[config.mk]
export PLATFORM = sky130hd
export DESIGN_NAME = multicycle_control
export DESIGN_NICKNAME = d
export VERILOG_FILES = /design/src/rtl/mips_ctrl_pkg.sv /design/src/rtl/ctrl_output_decode.sv /design/src/rtl/multicycle_control.sv
export SDC_FILE = /design/constraint.sdc
export NUM_CORES = 1
export LEC_CHECK = 0
export ABC_AREA = 1
export BUFFER_PORTS_ARGS = -buffer_cell sky130_fd_sc_hd__buf_2
export CORE_AREA = 2 2 45 47
export DETAILED_ROUTE_END_ITERATION = 12
export DIE_AREA = 0 0 47 49
export HOLD_SLACK_MARGIN = 0.03
export PLACE_DENSITY = 0.71
export SLEW_MARGIN = 20
export SYNTH_ARGS = -nofsm -noshare
export SYNTH_HDL_FRONTEND = slang
export SYNTH_SLANG_ARGS = --single-unit
[constraint.sdc]
create_clock -name Clk -period 1.1 [get_ports Clk]
set_input_delay 0.11 -clock Clk [delete_from_list [all_inputs] [get_ports Clk]]
set_output_delay 0.11 -clock Clk [all_outputs]
set_load 0.01 [all_outputs]
[src/rtl/mips_ctrl_pkg.sv]
// Shared encodings for the multicycle MIPS control path: FSM states, opcodes,
// datapath mux codes and the control word produced for each state.
package mips_ctrl_pkg;

  typedef enum logic [3:0] {
    S_FETCH  = 4'd0,
    S_DECODE = 4'd1,
    S_MEMADR = 4'd2,
    S_MEMRD  = 4'd3,
    S_MEMWB  = 4'd4,
    S_MEMWR  = 4'd5,
    S_EXEC   = 4'd6,
    S_ALUWB  = 4'd7,
    S_BRANCH = 4'd8,
    S_ADDIEX = 4'd9,
    S_ADDIWB = 4'd10,
    S_JUMP   = 4'd11
  } state_e;

  localparam logic [5:0] OP_RTYPE = 6'b000000;
  localparam logic [5:0] OP_LW    = 6'b100011;
  localparam logic [5:0] OP_SW    = 6'b101011;
  localparam logic [5:0] OP_BEQ   = 6'b000100;
  localparam logic [5:0] OP_ADDI  = 6'b001000;
  localparam logic [5:0] OP_J     = 6'b000010;

  typedef enum logic [1:0] {
    ALUOP_ADD   = 2'b00,
    ALUOP_SUB   = 2'b01,
    ALUOP_FUNCT = 2'b10
  } alu_op_e;

  typedef enum logic [1:0] {
    ALUB_REG     = 2'b00,
    ALUB_FOUR    = 2'b01,
    ALUB_IMM     = 2'b10,
    ALUB_IMM_SH2 = 2'b11
  } alu_src_b_e;

  typedef enum logic [1:0] {
    PCSRC_ALU    = 2'b00,
    PCSRC_ALUOUT = 2'b01,
    PCSRC_JUMP   = 2'b10
  } pc_source_e;

  // pc_write_on_ready marks the PC update that must wait for the fetch to land.
  typedef struct packed {
    logic       pc_write;
    logic       pc_write_on_ready;
    logic       pc_write_cond;
    logic       iord;
    logic       mem_read;
    logic       mem_write;
    logic       ir_write;
    logic       mdr_write;
    logic       mem_to_reg;
    logic       reg_dst;
    logic       reg_write;
    logic       alu_src_a;
    alu_src_b_e alu_src_b;
    alu_op_e    alu_op;
    pc_source_e pc_source;
  } ctrl_word_t;

  function automatic logic is_supported(input logic [5:0] op);
    return (op == OP_RTYPE) || (op == OP_LW) || (op == OP_SW) ||
           (op == OP_BEQ) || (op == OP_ADDI) || (op == OP_J);
  endfunction

endpackage

[src/rtl/ctrl_output_decode.sv]
// Purely combinational map from FSM state to the datapath control word.
// Memory-ready gating is applied by the caller.
module ctrl_output_decode
  import mips_ctrl_pkg::*;
(
  input  state_e     state,
  output ctrl_word_t cw
);

  always_comb begin
    cw = '0;
    case (state)
      S_FETCH: begin
        cw.mem_read          = 1'b1;
        cw.alu_src_b         = ALUB_FOUR;
        cw.ir_write          = 1'b1;
        cw.pc_write_on_ready = 1'b1;
      end
      S_DECODE: begin
        cw.alu_src_b = ALUB_IMM_SH2;
      end
      S_MEMADR: begin
        cw.alu_src_a = 1'b1;
        cw.alu_src_b = ALUB_IMM;
      end
      S_MEMRD: begin
        cw.mem_read  = 1'b1;
        cw.iord      = 1'b1;
        cw.mdr_write = 1'b1;
      end
      S_MEMWB: begin
        cw.reg_write  = 1'b1;
        cw.mem_to_reg = 1'b1;
      end
      S_MEMWR: begin
        cw.mem_write = 1'b1;
        cw.iord      = 1'b1;
      end
      S_EXEC: begin
        cw.alu_src_a = 1'b1;
        cw.alu_op    = ALUOP_FUNCT;
      end
      S_ALUWB: begin
        cw.reg_write = 1'b1;
        cw.reg_dst   = 1'b1;
      end
      S_BRANCH: begin
        cw.alu_src_a     = 1'b1;
        cw.alu_op        = ALUOP_SUB;
        cw.pc_write_cond = 1'b1;
        cw.pc_source     = PCSRC_ALUOUT;
      end
      S_ADDIEX: begin
        cw.alu_src_a = 1'b1;
        cw.alu_src_b = ALUB_IMM;
      end
      S_ADDIWB: begin
        cw.reg_write = 1'b1;
      end
      S_JUMP: begin
        cw.pc_write  = 1'b1;
        cw.pc_source = PCSRC_JUMP;
      end
      default: cw = '0;
    endcase
  end

endmodule

[src/rtl/multicycle_control.sv]
// Main multicycle MIPS control FSM: state register, next-state logic,
// memory-ready gating of enables and PC enable composition.
module multicycle_control
  import mips_ctrl_pkg::*;
#(
  parameter int STATE_W = 4
) (
  input  logic               Clk,
  input  logic               Rst,
  input  logic [5:0]         Opcode,
  input  logic               Zero,
  input  logic               MemReady,
  output logic               PCEn,
  output logic               IorD,
  output logic               MemRead,
  output logic               MemWrite,
  output logic               IRWrite,
  output logic               MDRWrite,
  output logic               MemtoReg,
  output logic               RegDst,
  output logic               RegWrite,
  output logic               ALUSrcA,
  output logic [1:0]         ALUSrcB,
  output logic [1:0]         ALUOp,
  output logic [1:0]         PCSource,
  output logic               Illegal,
  output logic [STATE_W-1:0] State
);

  logic [STATE_W-1:0] state_reg;
  state_e             state_cur;
  state_e             state_next;
  logic               is_load_reg;
  logic               is_load_next;
  logic               illegal_raw;
  ctrl_word_t         cw;

  assign state_cur = state_e'(state_reg[3:0]);

  always_ff @(posedge Clk or posedge Rst) begin
    if (Rst) begin
      state_reg   <= STATE_W'(S_FETCH);
      is_load_reg <= 1'b0;
    end else begin
      state_reg   <= STATE_W'(state_next);
      is_load_reg <= is_load_next;
    end
  end

  // lw/sw split is remembered from DECODE so Opcode is only looked at there.
  always_comb begin
    state_next   = state_cur;
    is_load_next = is_load_reg;
    illegal_raw  = 1'b0;
    case (state_cur)
      S_FETCH:  state_next = MemReady ? S_DECODE : S_FETCH;
      S_DECODE: begin
        is_load_next = (Opcode == OP_LW);
        case (Opcode)
          OP_LW, OP_SW: state_next = S_MEMADR;
          OP_RTYPE:     state_next = S_EXEC;
          OP_BEQ:       state_next = S_BRANCH;
          OP_ADDI:      state_next = S_ADDIEX;
          OP_J:         state_next = S_JUMP;
          default: begin
            illegal_raw = 1'b1;
            state_next  = S_FETCH;
          end
        endcase
      end
      S_MEMADR: state_next = is_load_reg ? S_MEMRD : S_MEMWR;
      S_MEMRD:  state_next = MemReady ? S_MEMWB : S_MEMRD;
      S_MEMWB:  state_next = S_FETCH;
      S_MEMWR:  state_next = MemReady ? S_FETCH : S_MEMWR;
      S_EXEC:   state_next = S_ALUWB;
      S_ALUWB:  state_next = S_FETCH;
      S_BRANCH: state_next = S_FETCH;
      S_ADDIEX: state_next = S_ADDIWB;
      S_ADDIWB: state_next = S_FETCH;
      S_JUMP:   state_next = S_FETCH;
      default:  state_next = S_FETCH;
    endcase
  end

  ctrl_output_decode u_decode (
    .state (state_cur),
    .cw    (cw)
  );

  // Reset masks every strobe and enable combinationally, ahead of the clock.
  assign PCEn     = ~Rst & (cw.pc_write | (cw.pc_write_on_ready & MemReady) |
                            (cw.pc_write_cond & Zero));
  assign IRWrite  = ~Rst & cw.ir_write & MemReady;
  assign MDRWrite = ~Rst & cw.mdr_write & MemReady;
  assign RegWrite = ~Rst & cw.reg_write;
  assign MemRead  = ~Rst & cw.mem_read;
  assign MemWrite = ~Rst & cw.mem_write;
  assign Illegal  = ~Rst & illegal_raw;

  assign IorD     = cw.iord;
  assign MemtoReg = cw.mem_to_reg;
  assign RegDst   = cw.reg_dst;
  assign ALUSrcA  = cw.alu_src_a;
  assign ALUSrcB  = cw.alu_src_b;
  assign ALUOp    = cw.alu_op;
  assign PCSource = cw.pc_source;
  assign State    = state_reg;

endmodule
==> results of run 1 <==
-- worst register-to-register path: cells and delay by family (launching register included) --
kind          cells  cell delay, ns
buf+inv           2            0.29
flops             1            0.45
simple gates      6            0.40
-- kinds of logic (layout without fill, tap and decap cells) --
kind of cell / count (synthesis) / in the layout / share of synthesized area [%]
and+or+nand+nor: 80 / 80 / 59.4
buffers and inverters: 23 / 85 / 14.4
AOI/OAI and AO/OA: 5 / 5 / 5.23
DFF: 5 / 5 / 20.9
-- power groups by stage --
stage               combinational (mW)  sequential [mW]  clock [mW]
detailed placement               0.559            0.259           0
global placement                 0.550            0.257           0
global route                     0.836            0.259       0.232
floorplan                        0.309            0.266           0
finish                           0.763            0.256       0.207
CTS                              0.620            0.255       0.211
-- synthesized netlist by cell type, drive strengths merged --
cell type | instances | share of area (%)
a211oi | 1 | 1.3
a21oi | 2 | 2.3
dfrtp | 5 | 21
inv | 23 | 14
nand2 | 35 | 22
nand3 | 14 | 12
nand4 | 1 | 1.0
nor2 | 30 | 24
o21ai | 2 | 1.7
-- layer usage --
metal  global-route usage [%]  vias to the layer above  wire, µm
met5                        0                        -         0
met4                     6.48                        0        36
met3                     2.59                        4       103
met2                     32.4                       33      1040
met1                     18.9                      386       775
li1                         -                      463         -
-- final cells by class --
| class | instances | area (µm²) |
|---|---|---|
| multi-input combinational | 85 | 465 |
| fill | 186 | 714 |
| timing repair buffer | 58 | 380 |
| clock buffer | 4 | 26.3 |
| inverter | 23 | 91.3 |
| sequential | 5 | 130 |
| tap | 27 | 33.8 |
-- what timing repair did --
item | 4_1_cts | 5_1_grt
pin swaps | 3 | 12
hold buffers | 1 | 0
setup endpoints to repair | 22 | 25
gates resized for setup | 7 | 21
buffers inserted | 6 | 7
hold endpoints to repair | 5 | 0
-- worst max-delay path by stage --
stage	endpoint	cells after the start
2_1_floorplan	PCEn	4
3_3_place_gp	PCEn	6
3_5_place_dp	PCEn	6
4_1_cts	PCEn	7
5_1_grt	Illegal	7
6_report	MemRead	5
-- per-stage QoR --
| step | cell area [µm²] | instances | hold slack, ns | util (%) | total power [mW] |
|---|---|---|---|---|---|
| finish | 1130 | 202 | 0.238 | 61.2 | 1.23 |
| global placement | 908 | 184 | 0.115 | 49.3 | 0.807 |
| CTS | 1010 | 195 | 0.235 | 54.8 | 1.09 |
| floorplan | 619 | 113 | -0.103 | - | 0.575 |
| global route | 1130 | 202 | 0.260 | 61.2 | 1.33 |
| detailed placement | 908 | 184 | 0.117 | 49.3 | 0.818 |
==> flow_metrics.env, run 1 <==
export IMPL_drt_iter0_drc=13
export IMPL_max_vdd_ir_drop_v=0.000666
export IMPL_ys_types=14
export IMPL_leakage_nw=0.713
export IMPL_hold_viol_final=0
export IMPL_antenna_found_initial=0
export IMPL_power_density_mw_per_mm2=1090
export IMPL_slew_limit_headroom_pct=78.3
export IMPL_finalCritPeriodShare_pct=133
export IMPL_synth_cells=113
export IMPL_internal_power_uw=714
export IMPL_outcome="finished with violations"
export IMPL_drt_wl_total_um=1960
export IMPL_r2r_end="State[2]$_DFF_PP0_"
export IMPL_final_cell_mix="buf_2, nand2_1, buf_4"
export IMPL_power_frac_seq_pct=20.9
export IMPL_p_sw_uw=512
export IMPL_required_ns=0.99
export IMPL_cp_cell_sequence="nor2_4, inv_2, buf_4, a211oi_2, buf_2"
export IMPL_grt_overflow=0
export IMPL_reg2reg_depth=8
export IMPL_portBuffers=30
export IMPL_vias=886
export IMPL_crit_arrival_ns=1.35
export IMPL_ys_seq_elements=5
export IMPL_io_pins=31
export IMPL_crit_family="flip-flops"
export IMPL_p_comb_share_pct=62.2
export IMPL_grt_pass1_wl_um=3040
export IMPL_fin_worst_skew_ns=0.00140
export IMPL_whs_endpoint="State[2]$_DFF_PP0_"
export IMPL_cts_sink_count=5
export IMPL_clkLatencyLatePin_ns=0.24
export IMPL_gp_congestion=0.918
export IMPL_ys_seq_area_share_pct=20.9
export IMPL_setup_viol=23
export IMPL_setup_tns_final_ns=-5.41
export IMPL_clockPowerShare_pct=16.9
export IMPL_hpwl_um=1460
export IMPL_cts_buffer_depth=2
export IMPL_area_growth_synth_to_final_pct=88.5
export IMPL_yosysWarnings=0
export IMPL_die_h_um=49
export IMPL_die_area_mm2=0.00230
export IMPL_wl_per_cell_um=9.69
export IMPL_core_area_mm2=0.00184
export IMPL_hold_start="Opcode[0]"
export IMPL_reg2reg_from="State[0]$_DFF_PP0_"
export IMPL_finalMaxSlewViolations=0
export IMPL_violations="setup timing"
export IMPL_drtPass1Iterations=4
export IMPL_drt_antenna_violating_nets=0
export IMPL_max_freq_mhz=683
export IMPL_syn_area_um2=598
export IMPL_fin_ws_ns=-0.365
export IMPL_path_class="reg -> out"
export IMPL_cp_slowest_cell="dfrtp_2"
export IMPL_fp_row_count=16
export IMPL_root_buffer="clkbuf_4"
export IMPL_tightestPinTransition_ns=0.324
export IMPL_worstHoldPathType="in -> reg"
export IMPL_cap_violations=0
export IMPL_cp_num_buf_inv=3
export IMPL_drcViolationCount=0
export IMPL_critPathLaunchType="flip-flop"
export IMPL_netSwitchingFraction_pct=41.7
export IMPL_syn_avg_cell_area_um2=5.29
export IMPL_holdPathStages=4
export IMPL_htree_levels=1
export IMPL_synthesis_nets=123
export IMPL_final_layout_size_suffix_gt1_share_pct=55.4
export IMPL_nets=186
export IMPL_startpoint="State[0]$_DFF_PP0_"
export IMPL_crit_path_max_fanout=5
export IMPL_via_per_inst=4.39
export IMPL_grt_max_degree=8
export IMPL_largest_reg_flops=4
export IMPL_r2r_slack_ns=-0.15
export IMPL_cts_tree="built"
export IMPL_rsz0062_at_grt="true"
export IMPL_die_w_um=47
export IMPL_diodes=0
export IMPL_cts_inserted_buffers=3
export IMPL_dpl_worst_slack_ns=-0.139
export IMPL_min_period_ns=1.46
export IMPL_initial_utilization_pct=32.5
export IMPL_final_common_cell="buf_2"
export IMPL_path_clk_slew_ns=0.04
export IMPL_grt_pass1_vias=824
export IMPL_crit_path_max_incr_delay_ns=0.45
export IMPL_grt_usage_pct=17.6
export IMPL_endpoint_kind="output port"
(Power assumes the default switching activity.)
==> run 2: changes to the inputs <==
MAX_ROUTING_LAYER = met4   (was default)
==> run 2 against run 1 <==
  * The run still ends with setup timing left
  * Highest routed layer unchanged
  * Sequential power barely moved
  * Critical path type unchanged
  * Clock power about the same
  * Cell count shrank 2.0%
  * Power is 5.6% lower
  * Setup slack got worse by 0.0050 ns
  * Flip-flop and latch count unchanged
  * Global-route usage shrank 0.80 points
==> flow_metrics.env, run 2 (same netlist as run 1, synthesis figures left out) <==
export IMPL_gp_congestion=0.907
export IMPL_grt_pass1_vias=763
export IMPL_crit_path_max_incr_delay_ns=0.46
export IMPL_cts_buffer_depth=2
export IMPL_drt_iter0_drc=5
export IMPL_hpwl_um=1500
export IMPL_die_h_um=49
export IMPL_critPathLaunchType="flip-flop"
export IMPL_htree_levels=1
export IMPL_drcViolationCount=0
export IMPL_final_common_cell="nand2_1"
export IMPL_rsz0062_at_grt="true"
export IMPL_fin_worst_skew_ns=0.00620
export IMPL_worstHoldPathType="in -> reg"
export IMPL_fp_row_count=16
export IMPL_drtPass1Iterations=4
export IMPL_antenna_found_initial=0
export IMPL_power_density_mw_per_mm2=1060
export IMPL_reg2reg_from="State[3]$_DFF_PP0_"
export IMPL_max_freq_mhz=680
export IMPL_placed_area_um2=908
export IMPL_fin_ws_ns=-0.370
export IMPL_setup_viol=21
export IMPL_via_per_inst=4.44
export IMPL_final_layout_size_suffix_gt1_share_pct=50.9
export IMPL_area_growth_synth_to_final_pct=81.6
export IMPL_nets=182
export IMPL_io_pins=31
export IMPL_path_clk_slew_ns=0.04
export IMPL_max_vdd_ir_drop_v=0.000643
export IMPL_ff_latch_area_um2=130
export IMPL_initial_utilization_pct=32.5
export IMPL_root_buffer="clkbuf_4"
export IMPL_cts_inserted_buffers=3
export IMPL_hold_start="Opcode[0]"
export IMPL_die_area_mm2=0.00230
export IMPL_finalCritPeriodShare_pct=134
export IMPL_crit_arrival_ns=1.36
export IMPL_grt_usage_pct=16.8
export IMPL_cap_violations=0
export IMPL_final_cell_mix="nand2_1, buf_2, nor2_1"
export IMPL_finalMaxSlewViolations=0
export IMPL_portBuffers=30
export IMPL_slew_limit_headroom_pct=78.3
export IMPL_wl_per_cell_um=9.96
export IMPL_violations="setup timing"
export IMPL_final_cell_area_mm2=0.00109
export IMPL_path_class="reg -> out"
export IMPL_setup_tns_final_ns=-5.40
export IMPL_largest_reg_flops=4
export IMPL_holdPathStages=4
export IMPL_reg2reg_depth=7
export IMPL_grt_pass1_wl_um=2880
export IMPL_fillers=194
export IMPL_hold_viol_final=0
export IMPL_cp_cell_sequence="nor2_4, inv_4, nor2_4, nand2_2, a21oi_2, buf_2"
export IMPL_crit_path_max_fanout=6
export IMPL_required_ns=0.99
export IMPL_cts_tree="built"
export IMPL_vias=880
export IMPL_crit_top_cell="nor2_4"
export IMPL_core_area_mm2=0.00184
export IMPL_grt_overflow=0
export IMPL_drt_antenna_violating_nets=0
export IMPL_startpoint="State[0]$_DFF_PP0_"
export IMPL_clkLatencyLatePin_ns=0.24
export IMPL_cp_slowest_cell="dfrtp_2"
export IMPL_cts_sink_count=5
export IMPL_outcome="finished with violations"
export IMPL_drt_wl_total_um=1970
export IMPL_die_w_um=47
export IMPL_endpoint_kind="output port"
export IMPL_diodes=0
export IMPL_min_period_ns=1.47
export IMPL_tightestPinTransition_ns=0.325
export IMPL_grt_max_degree=8
export IMPL_multiInputGateArea_um2=440
export IMPL_leakage_nw=0.673
run 2: critical path, delay by kind of cell (launching register included):
family,cells,cell delay (ns)
flip-flops,1,0.46
AND/OR/NAND/NOR,3,0.33
AO/OA/AOI/OAI,1,0.12
buffers and inverters,2,0.20
run 2: final timing paths:
check | endpoint | slack (ns)
max in group asynchronous | State[3]$_DFF_PP0_ | 0.46
setup reg to reg | State[1]$_DFF_PP0_ | -0.11
setup / recovery | PCEn | -0.37
hold reg to reg | is_load_reg$_DFFE_PP0P_ | 0.59
hold / removal | State[2]$_DFF_PP0_ | 0.24
min in group asynchronous | State[2]$_DFF_PP0_ | 0.42
run 2: power breakdown:
group | switching, mW | internal [mW]
registers | 0.0485 | 0.211
logic | 0.373 | 0.321
clock network | 0.0676 | 0.137
total | 0.489 | 0.668
run 2: layout make-up:
class / count / share of cell area [%]
multi-input combinational: 85 / 40.6
timing repair buffer: 54 / 33.5
sequential: 5 / 12.0
inverter: 23 / 8.41
tap: 27 / 3.11
clock buffer: 4 / 2.42
run 2: per-stage QoR:
step                      total power, mW  setup WS, ns  hold WS (ns)  utilization, %  std cells
final                                1.16        -0.370         0.239            59.0        198
after floorplan                     0.575       -0.0506        -0.103               -        113
after global placement              0.810        -0.126         0.115            49.3        184
after detailed placement            0.821        -0.142         0.116            49.3        184
after CTS                            1.07        -0.355         0.235            54.0        194
after global routing                 1.24        -0.468         0.262            59.0        198
run 2: metal layers:
metal | wire [µm] | track usage [%] | share of wire, %
met1 | 788 | 18.6 | 40
met2 | 1060 | 30.8 | 54
met3 | 103 | 2.22 | 5.2
met4 | 19 | 2.78 | 0.96
met5 | 0 | - | 0
run 2: what timing repair did:
action	4_1_cts	5_1_grt
buffers inserted	5	4
endpoints found under the hold margin	5	0
hold buffers	1	0
endpoints found under the setup margin	22	22
gates resized for setup	4	17
pin swaps	2	6
